--- config.mk ---
export PLATFORM = sky130hd
export DESIGN_NAME = bus_arbiter
export DESIGN_NICKNAME = d
export VERILOG_FILES = /design/src/rtl/bus_arbiter.sv
export SDC_FILE = /design/constraint.sdc
export NUM_CORES = 1
export LEC_CHECK = 0
export CORE_ASPECT_RATIO = 0.75
export CORE_MARGIN = 3
export CORE_UTILIZATION = 24
export CTS_BUF_LIST = sky130_fd_sc_hd__clkbuf_16
export CTS_CLUSTER_DIAMETER = 150
export DETAILED_ROUTE_END_ITERATION = 12
export GPL_TIMING_DRIVEN = 0
export SLEW_MARGIN = 20
export SYNTH_ARGS = -nofsm -noshare
export SYNTH_HDL_FRONTEND = slang
export SYNTH_SLANG_ARGS = --single-unit
--- constraint.sdc ---
create_clock -name clk -period 1.6 [get_ports clk]
set_clock_uncertainty 0.05 [all_clocks]
set_input_delay 0.32 -clock clk [delete_from_list [all_inputs] [get_ports clk]]
set_output_delay 0.32 -clock clk [all_outputs]
set_load 0.02 [all_outputs]
--- src/rtl/bus_arbiter.sv ---
// Round-robin bus arbiter for two masters with one-hot slave select,
// bounded grant hold time and a one-cycle turnaround after every release.
module bus_arbiter #(
  parameter int SLAVE_ID_LEN = 2,
  parameter int HOLD_MAX     = 4096,
  parameter int CNT_LEN      = 12
) (
  input  logic                    clk,
  input  logic                    reset,
  input  logic                    m1_request,
  input  logic                    m2_request,
  input  logic [SLAVE_ID_LEN-1:0] m1_slave_id,
  input  logic [SLAVE_ID_LEN-1:0] m2_slave_id,
  input  logic                    trans_done,
  output logic                    m1_grant,
  output logic                    m2_grant,
  output logic                    master_sel,
  output logic [2:0]              slave_sel,
  output logic                    bus_busy,
  output logic                    timeout,
  output logic                    invalid_id
);

  typedef enum logic [1:0] {
    ST_IDLE    = 2'd0,
    ST_BUSY    = 2'd1,
    ST_RELEASE = 2'd2
  } state_t;

  localparam logic [CNT_LEN-1:0] HOLD_LAST = CNT_LEN'(HOLD_MAX - 1);

  state_t              r_state;
  state_t              w_state_nxt;
  logic [CNT_LEN-1:0]  r_cnt;
  logic [CNT_LEN-1:0]  w_cnt_nxt;
  // Owner encoding: 0 = master 1, 1 = master 2.
  logic                r_last_owner;
  logic                w_last_owner_nxt;

  logic                r_m1_grant;
  logic                r_m2_grant;
  logic                r_master_sel;
  logic [2:0]          r_slave_sel;
  logic                r_bus_busy;
  logic                r_timeout;
  logic                r_invalid_id;

  logic                w_m1_grant_nxt;
  logic                w_m2_grant_nxt;
  logic                w_master_sel_nxt;
  logic [2:0]          w_slave_sel_nxt;
  logic                w_bus_busy_nxt;
  logic                w_timeout_nxt;
  logic                w_invalid_id_nxt;

  logic                w_m1_valid;
  logic                w_m2_valid;
  logic                w_m1_elig;
  logic                w_m2_elig;
  logic                w_winner;
  logic                w_owner_req;
  logic                w_hold_expired;

  function automatic logic id_is_valid(input logic [SLAVE_ID_LEN-1:0] id);
    return (id <= SLAVE_ID_LEN'(2));
  endfunction

  function automatic logic [2:0] id_onehot(input logic [SLAVE_ID_LEN-1:0] id);
    logic [2:0] sel;
    sel = 3'b000;
    if (id == SLAVE_ID_LEN'(0))      sel = 3'b001;
    else if (id == SLAVE_ID_LEN'(1)) sel = 3'b010;
    else if (id == SLAVE_ID_LEN'(2)) sel = 3'b100;
    return sel;
  endfunction

  assign w_m1_valid = id_is_valid(m1_slave_id);
  assign w_m2_valid = id_is_valid(m2_slave_id);
  assign w_m1_elig  = m1_request && w_m1_valid;
  assign w_m2_elig  = m2_request && w_m2_valid;

  // Under contention the master that did not own the bus last time wins.
  assign w_winner       = (w_m1_elig && w_m2_elig) ? ~r_last_owner : w_m2_elig;
  assign w_owner_req    = r_master_sel ? m2_request : m1_request;
  assign w_hold_expired = (r_cnt == HOLD_LAST);

  always_comb begin
    w_state_nxt      = r_state;
    w_cnt_nxt        = r_cnt;
    w_last_owner_nxt = r_last_owner;
    w_m1_grant_nxt   = r_m1_grant;
    w_m2_grant_nxt   = r_m2_grant;
    w_master_sel_nxt = r_master_sel;
    w_slave_sel_nxt  = r_slave_sel;
    w_bus_busy_nxt   = r_bus_busy;
    w_timeout_nxt    = 1'b0;
    w_invalid_id_nxt = 1'b0;

    case (r_state)
      ST_IDLE: begin
        w_m1_grant_nxt  = 1'b0;
        w_m2_grant_nxt  = 1'b0;
        w_slave_sel_nxt = 3'b000;
        w_bus_busy_nxt  = 1'b0;
        if (w_m1_elig || w_m2_elig) begin
          w_state_nxt      = ST_BUSY;
          w_cnt_nxt        = '0;
          w_master_sel_nxt = w_winner;
          w_m1_grant_nxt   = ~w_winner;
          w_m2_grant_nxt   = w_winner;
          w_slave_sel_nxt  = w_winner ? id_onehot(m2_slave_id) : id_onehot(m1_slave_id);
          w_bus_busy_nxt   = 1'b1;
        end else if ((m1_request && !w_m1_valid) || (m2_request && !w_m2_valid)) begin
          w_invalid_id_nxt = 1'b1;
        end
      end

      ST_BUSY: begin
        if (trans_done || !w_owner_req || w_hold_expired) begin
          w_state_nxt      = ST_RELEASE;
          w_cnt_nxt        = '0;
          w_last_owner_nxt = r_master_sel;
          w_m1_grant_nxt   = 1'b0;
          w_m2_grant_nxt   = 1'b0;
          w_slave_sel_nxt  = 3'b000;
          w_bus_busy_nxt   = 1'b1;
          // A natural end in the same cycle as expiry is not a timeout.
          w_timeout_nxt    = w_hold_expired && !trans_done && w_owner_req;
        end else begin
          w_cnt_nxt = r_cnt + CNT_LEN'(1);
        end
      end

      ST_RELEASE: begin
        w_state_nxt     = ST_IDLE;
        w_m1_grant_nxt  = 1'b0;
        w_m2_grant_nxt  = 1'b0;
        w_slave_sel_nxt = 3'b000;
        w_bus_busy_nxt  = 1'b0;
      end

      default: begin
        w_state_nxt     = ST_IDLE;
        w_m1_grant_nxt  = 1'b0;
        w_m2_grant_nxt  = 1'b0;
        w_slave_sel_nxt = 3'b000;
        w_bus_busy_nxt  = 1'b0;
      end
    endcase
  end

  always_ff @(posedge clk) begin
    if (reset) begin
      r_state      <= ST_IDLE;
      r_cnt        <= '0;
      r_last_owner <= 1'b1;
      r_m1_grant   <= 1'b0;
      r_m2_grant   <= 1'b0;
      r_master_sel <= 1'b0;
      r_slave_sel  <= 3'b000;
      r_bus_busy   <= 1'b0;
      r_timeout    <= 1'b0;
      r_invalid_id <= 1'b0;
    end else begin
      r_state      <= w_state_nxt;
      r_cnt        <= w_cnt_nxt;
      r_last_owner <= w_last_owner_nxt;
      r_m1_grant   <= w_m1_grant_nxt;
      r_m2_grant   <= w_m2_grant_nxt;
      r_master_sel <= w_master_sel_nxt;
      r_slave_sel  <= w_slave_sel_nxt;
      r_bus_busy   <= w_bus_busy_nxt;
      r_timeout    <= w_timeout_nxt;
      r_invalid_id <= w_invalid_id_nxt;
    end
  end

  assign m1_grant   = r_m1_grant;
  assign m2_grant   = r_m2_grant;
  assign master_sel = r_master_sel;
  assign slave_sel  = r_slave_sel;
  assign bus_busy   = r_bus_busy;
  assign timeout    = r_timeout;
  assign invalid_id = r_invalid_id;

endmodule

### After elaboration in Yosys (flattened, before gate mapping)

Index checks and enable logic that the tools add are counted.

| word-level totals | value |
|---|---|
| output and inout port bits | 9 |
| input bits | 9 |
| bits in registers | 24 |
| logic and storage cells | 78 |

| cells by class | value |
|---|---|
| bitwise operators | 5 |
| add/subtract/negate cells | 1 |
| magnitude comparators | 2 |
| multiplexer cells | 27 |
| reduce and logical (&&, ||, !) cells | 25 |
| eq/ne operators | 8 |

Operators by type and width:

| operator | count |
|---|---|
| $mux 3 | 9 |
| $mux 12 | 2 |
| $pmux 12 s2 | 1 |
| $add 12x1->12 const B | 1 |
| $eq 12x12->1 const B | 1 |
| $mux 1 | 8 |
| $reduce_and 2->1 | 4 |
| $logic_and 1x1->1 | 7 |
| $eq 2x1->1 const B | 3 |
| $logic_not 2->1 | 3 |
| $pmux 1 s2 | 3 |
| $pmux 3 s2 | 1 |
| $reduce_or 3->1 | 2 |
| $not 1->1 | 5 |
| $eq 2x2->1 const B | 2 |
| $le 2x2->1 const B | 2 |
| $logic_not 1->1 | 4 |
| $logic_or 1x1->1 | 4 |
| $mux 2 | 2 |
| $ne 2x2->1 const B | 2 |
| $pmux 2 s2 | 1 |
| $reduce_bool 2->1 | 1 |

### Logic depth before layout (Yosys ltp)

| depth | value |
|---|---|
| word-level depth | 7 |
| gate-level depth with buffers | 6 |
| gate-level depth less buffers | 5 |

### Worst setup path after synthesis

Ideal clock, no wire load.

| path | value |
|---|---|
| kind | reg-to-reg |
| from | register r_cnt[0] |
| to | register r_cnt[2] |
| data arrival time | 1.429 ns |
| cell stages (with the launch flop) | 7 |
| buffers on the path | 1 |
| setup slack | -0.012 ns |
| library setup time | 0.133 ns |
| required time | 1.417 ns |
| period minus slack after synthesis | 1.612 ns |
| cells stage by stage | dfxtp_1 -> ha_1 -> and3_1 -> nand4_1 -> a21oi_1 -> clkbuf_1 -> nor3_1 |

| on the way | value |
|---|---|
| longest elaborated chain between the ends | 4 |
| elaborated cells between the ends (all ways) | 5 |
| those cells by class | add/sub (1); eq/ne (1); mux (2); reduce/logical (1) |

RTL lines:

| what | RTL line | text |
|---|---|---|
| start: declaration | 34 | `logic [CNT_LEN-1:0] r_cnt;` |
| start signal: assignment | 166 | `r_cnt <= w_cnt_nxt;` |
| parallel branches: the longest is 2 deep, another holds $add 12x1->12 | - |  |
| $mux 12 * | 119 | `if (trans_done \|\| !w_owner_req \|\| w_hold_expired) begin` |
| $pmux 12 s2 * | 99 | `case (r_state)` |

Mark *: on every way between the ends.
A chain may end at the register's enable or synchronous reset.

### Worst setup path after layout

| path | value |
|---|---|
| from | register r_slave_sel[2], in the netlist slave_sel[2] |
| to | output slave_sel[2] |

RTL lines:

| what | RTL line | text |
|---|---|---|
| start: declaration | 43 | `logic [2:0] r_slave_sel;` |
| start signal: assignment | 171 | `r_slave_sel <= w_slave_sel_nxt;` |
| end: declaration | 18 | `output logic [2:0] slave_sel,` |

No word-level cell between the ends.

==> impl_metrics.py <==
metrics = {
    "clock_network": {
        "cts_hold_buf": 0,
        "clkTransAtPathRegs_ns": 0.06,
        "cts-buffers-inserted": 3,
        "cts.sinks": 24,
        "clk_latency_ns": 0.26,
        "cts_tree": "built",
        "cts_buffer_depth": 2,
        "clockRootBuffer": "clkbuf_16",
        "htreeDepth": 1,
    },
    "logic_synthesis": {
        "ys_ff_latch": 24,
        "seq_area_frac_synth": 0.404,
        "ys_types": 38,
        "syn_nets": 143,
        "synth_area_um2": 1190,
        "syn_area_per_cell_um2": 8.94,
        "yosys_warnings": 0,
        "netlist_instances": 133,
    },
    "global_routing": {
        "grt_pass1_wl_mm": 4.97,
        "grt_max_degree": 14,
        "grt_usage": 0.105,
        "grt_pass1_vias": 1009,
        "overflow": 0,
        "antenna_found_initial": 0,
    },
    "placement": {
        "hpwl_mm": 2.06,
        "place.gp.congestion": 0.768,
        "numPortBuffers": 17,
    },
    "critical_path": {
        "reg2reg_from": "r_cnt[1]",
        "worst-path-max-fanout": 2,
        "cp_slowest_cell": "clkdlybuf4s50_1",
        "critPathLaunchType": "flip-flop",
        "crit_chain": "clkdlybuf4s50_1",
        "r2r_slack_ns": 0.08,
        "endpoint_kind": "output pin",
        "crit_type": "flip-flop to output pin",
        "cp_data_required_time_ns": 1.23,
        "path_buf_inv": 1,
        "critPathArrivalTime_ns": 1.19,
        "startpoint": "slave_sel[2]",
        "cpPeakStageDelay_ns": 0.60,
        "crit_family": "buffers and inverters",
    },
    "sta": {
        "setup-tns-final_ns": 0,
        "rsz0062_at_grt": "false",
        "worst_slew_pin_slew_ns": 0.471,
        "finalSetupViolCount": 0,
        "max_clock_freq_ghz": 0.642,
        "hold_viol": 0,
        "relSlewSlack": 0.682,
        "fin_crit_sh": 0.974,
        "period_needed_ns": 1.56,
        "report.final.slew_viol_count": 0,
    },
    "floorplan": {
        "core_area_um2": 4620,
        "num_rows": 21,
        "start_util": 0.257,
        "die_y_um": 66.9,
        "ioPinCount": 18,
        "dieArea_um2": 5840,
        "die_w_um": 87.3,
    },
    "power": {
        "peakVddDrop_mv": 0.333,
        "power.leakage_nw": 0.564,
        "powerDensity_nw_per_um2": 884,
    },
    "hold_path": {
        "hold_start": "m2_request",
        "holdCritPathClass": "input pin to flip-flop",
    },
    "routing": {
        "drt_iter0_drc": 66,
        "drc": 0,
        "via_per_inst": 5.05,
        "first_pass_iters": 4,
        "ant_nets": 0,
        "vias": 1090,
        "post_drt_wl_per_cell_um": 14.0,
        "drt-total-wl_mm": 3.03,
    },
    "layout": {
        "nNetsFinal": 170,
        "nFillCells": 470,
        "diodes": 0,
        "final_core_util": 0.347,
        "drive_above_1_share": 0.220,
        "areaGrowthSynthToFinish_pct": 34.8,
    },
    "status": {
        "status": "finished, final reports clean",
    },
    "job": {
        "maxCapViolCount": 0,
    },
}
==> through the flow <==
step                setup WS, ns  instances  cell area [um^2]  hold slack [ns]  total power, mW
floorplan                 0.0409        133              1190            0.342            0.770
global placement          -0.808        207              1430            0.411            0.862
detailed placement        -0.852        207              1430            0.411            0.862
CTS                      0.00440        215              1570            0.423             1.42
global route             0.00423        216              1600            0.408             1.47
finish                    0.0413        216              1600            0.401             1.42
==> registers in the layout, summed over array words and instances, names as in the netlist <==
signal and cells:
r_cnt 12, slave_sel 3, r_state 2, bus_busy 1, invalid_id 1, m1_grant 1, m2_grant 1, master_sel 1
r_last_owner 1, timeout 1
==> cell usage after synthesis <==
cell | n | area, um^2
a211o_1 | 2 | 17.5
a211oi_1 | 8 | 60.1
a211oi_2 | 1 | 12.5
a21boi_4 | 2 | 37.5
a21o_1 | 1 | 7.51
a21oi_1 | 11 | 55.1
a31oi_1 | 1 | 6.26
a32oi_1 | 1 | 8.76
and3_1 | 2 | 12.5
and4_1 | 1 | 8.76
and4b_1 | 2 | 20.0
buf_6 | 1 | 11.3
clkbuf_1 | 4 | 15.0
dfxtp_1 | 24 | 480
ha_1 | 1 | 12.5
inv_1 | 1 | 3.75
mux2i_1 | 2 | 20.0
nand2_1 | 9 | 33.8
nand2b_1 | 2 | 12.5
nand3_1 | 10 | 50.1
nand3b_1 | 1 | 7.51
nand4_1 | 3 | 18.8
nor2_1 | 5 | 18.8
nor2b_1 | 5 | 31.3
nor3_1 | 3 | 15.0
nor3_2 | 1 | 10.0
nor3b_1 | 1 | 7.51
nor4_1 | 1 | 6.26
o21ai_0 | 9 | 45.0
o21bai_1 | 1 | 7.51
o311ai_0 | 1 | 8.76
o31ai_1 | 4 | 30.0
o31ai_2 | 1 | 12.5
or3_1 | 5 | 31.3
or3b_2 | 1 | 8.76
or4_1 | 2 | 15.0
or4_4 | 1 | 11.3
xor2_1 | 2 | 17.5
==> cell families after synthesis <==
kind of cell / count (synthesis) / share of synthesized area
fa+ha+maj: 1 / 0.0105
compound gates: 43 / 0.260
xor+xnor: 2 / 0.0147
buf+inv: 6 / 0.0253
flops: 24 / 0.404
simple gates: 55 / 0.268
mux: 2 / 0.0168
==> final cells by class <==
class / instances / area, um^2 / share of cell area
inverters: 1 / 3.75 / 0.00234
plain buffers: 4 / 40.0 / 0.0250
well taps: 57 / 71.3 / 0.0445
flip-flops and latches: 24 / 484 / 0.302
multi-input cells: 103 / 731 / 0.456
repair buffers: 23 / 194 / 0.121
clock inverters: 1 / 3.75 / 0.00234
clock buffers: 3 / 75.1 / 0.0468
==> repair_timing <==
item                       4_1_cts  5_1_grt
gates cloned                     0        0
buffers inserted                 5        1
setup endpoints to repair       22       23
pin swaps                        3        3
gates resized for setup         27       18
==> worst paths after layout <==
check	depth (start not counted)	to
setup / recovery	1	slave_sel[2]
hold reg to reg	2	m1_grant
setup reg to reg	4	r_cnt[10]
hold / removal	3	invalid_id
==> layout by cell type (no fill, tap or decap), types with 2 or more instances in the layout <==
cell,count
nor2b_1,5
dfxtp_1,21
nor3_1,3
o31ai_1,3
or3_1,5
buf_2,4
nor2_1,5
clkbuf_16,3
or4_1,2
and4b_1,2
nand2_1,9
buf_6,2
a211o_1,2
nand4_1,3
dlymetal6s2s_1,2
a21oi_1,10
a211oi_2,2
buf_4,6
a211oi_1,7
clkdlybuf4s50_1,8
a21boi_4,2
nand3_1,10
o21ai_0,8
xor2_1,2
dfxtp_2,3
==> metal layers <==
layer / routed length (um) / global-route usage
met4: 0 / 0.0115
met3: 154 / 0.0321
met1: 1700 / 0.170
met2: 1170 / 0.134
met5: 0 / 0
==> report_power, final <==
group          leakage (nW)  switching (mW)  internal (mW)
Sequential            0.196          0.0205          0.620
Clock                0.0385           0.208          0.334
Combinational         0.329           0.133          0.102
(Power assumes the default switching activity.)
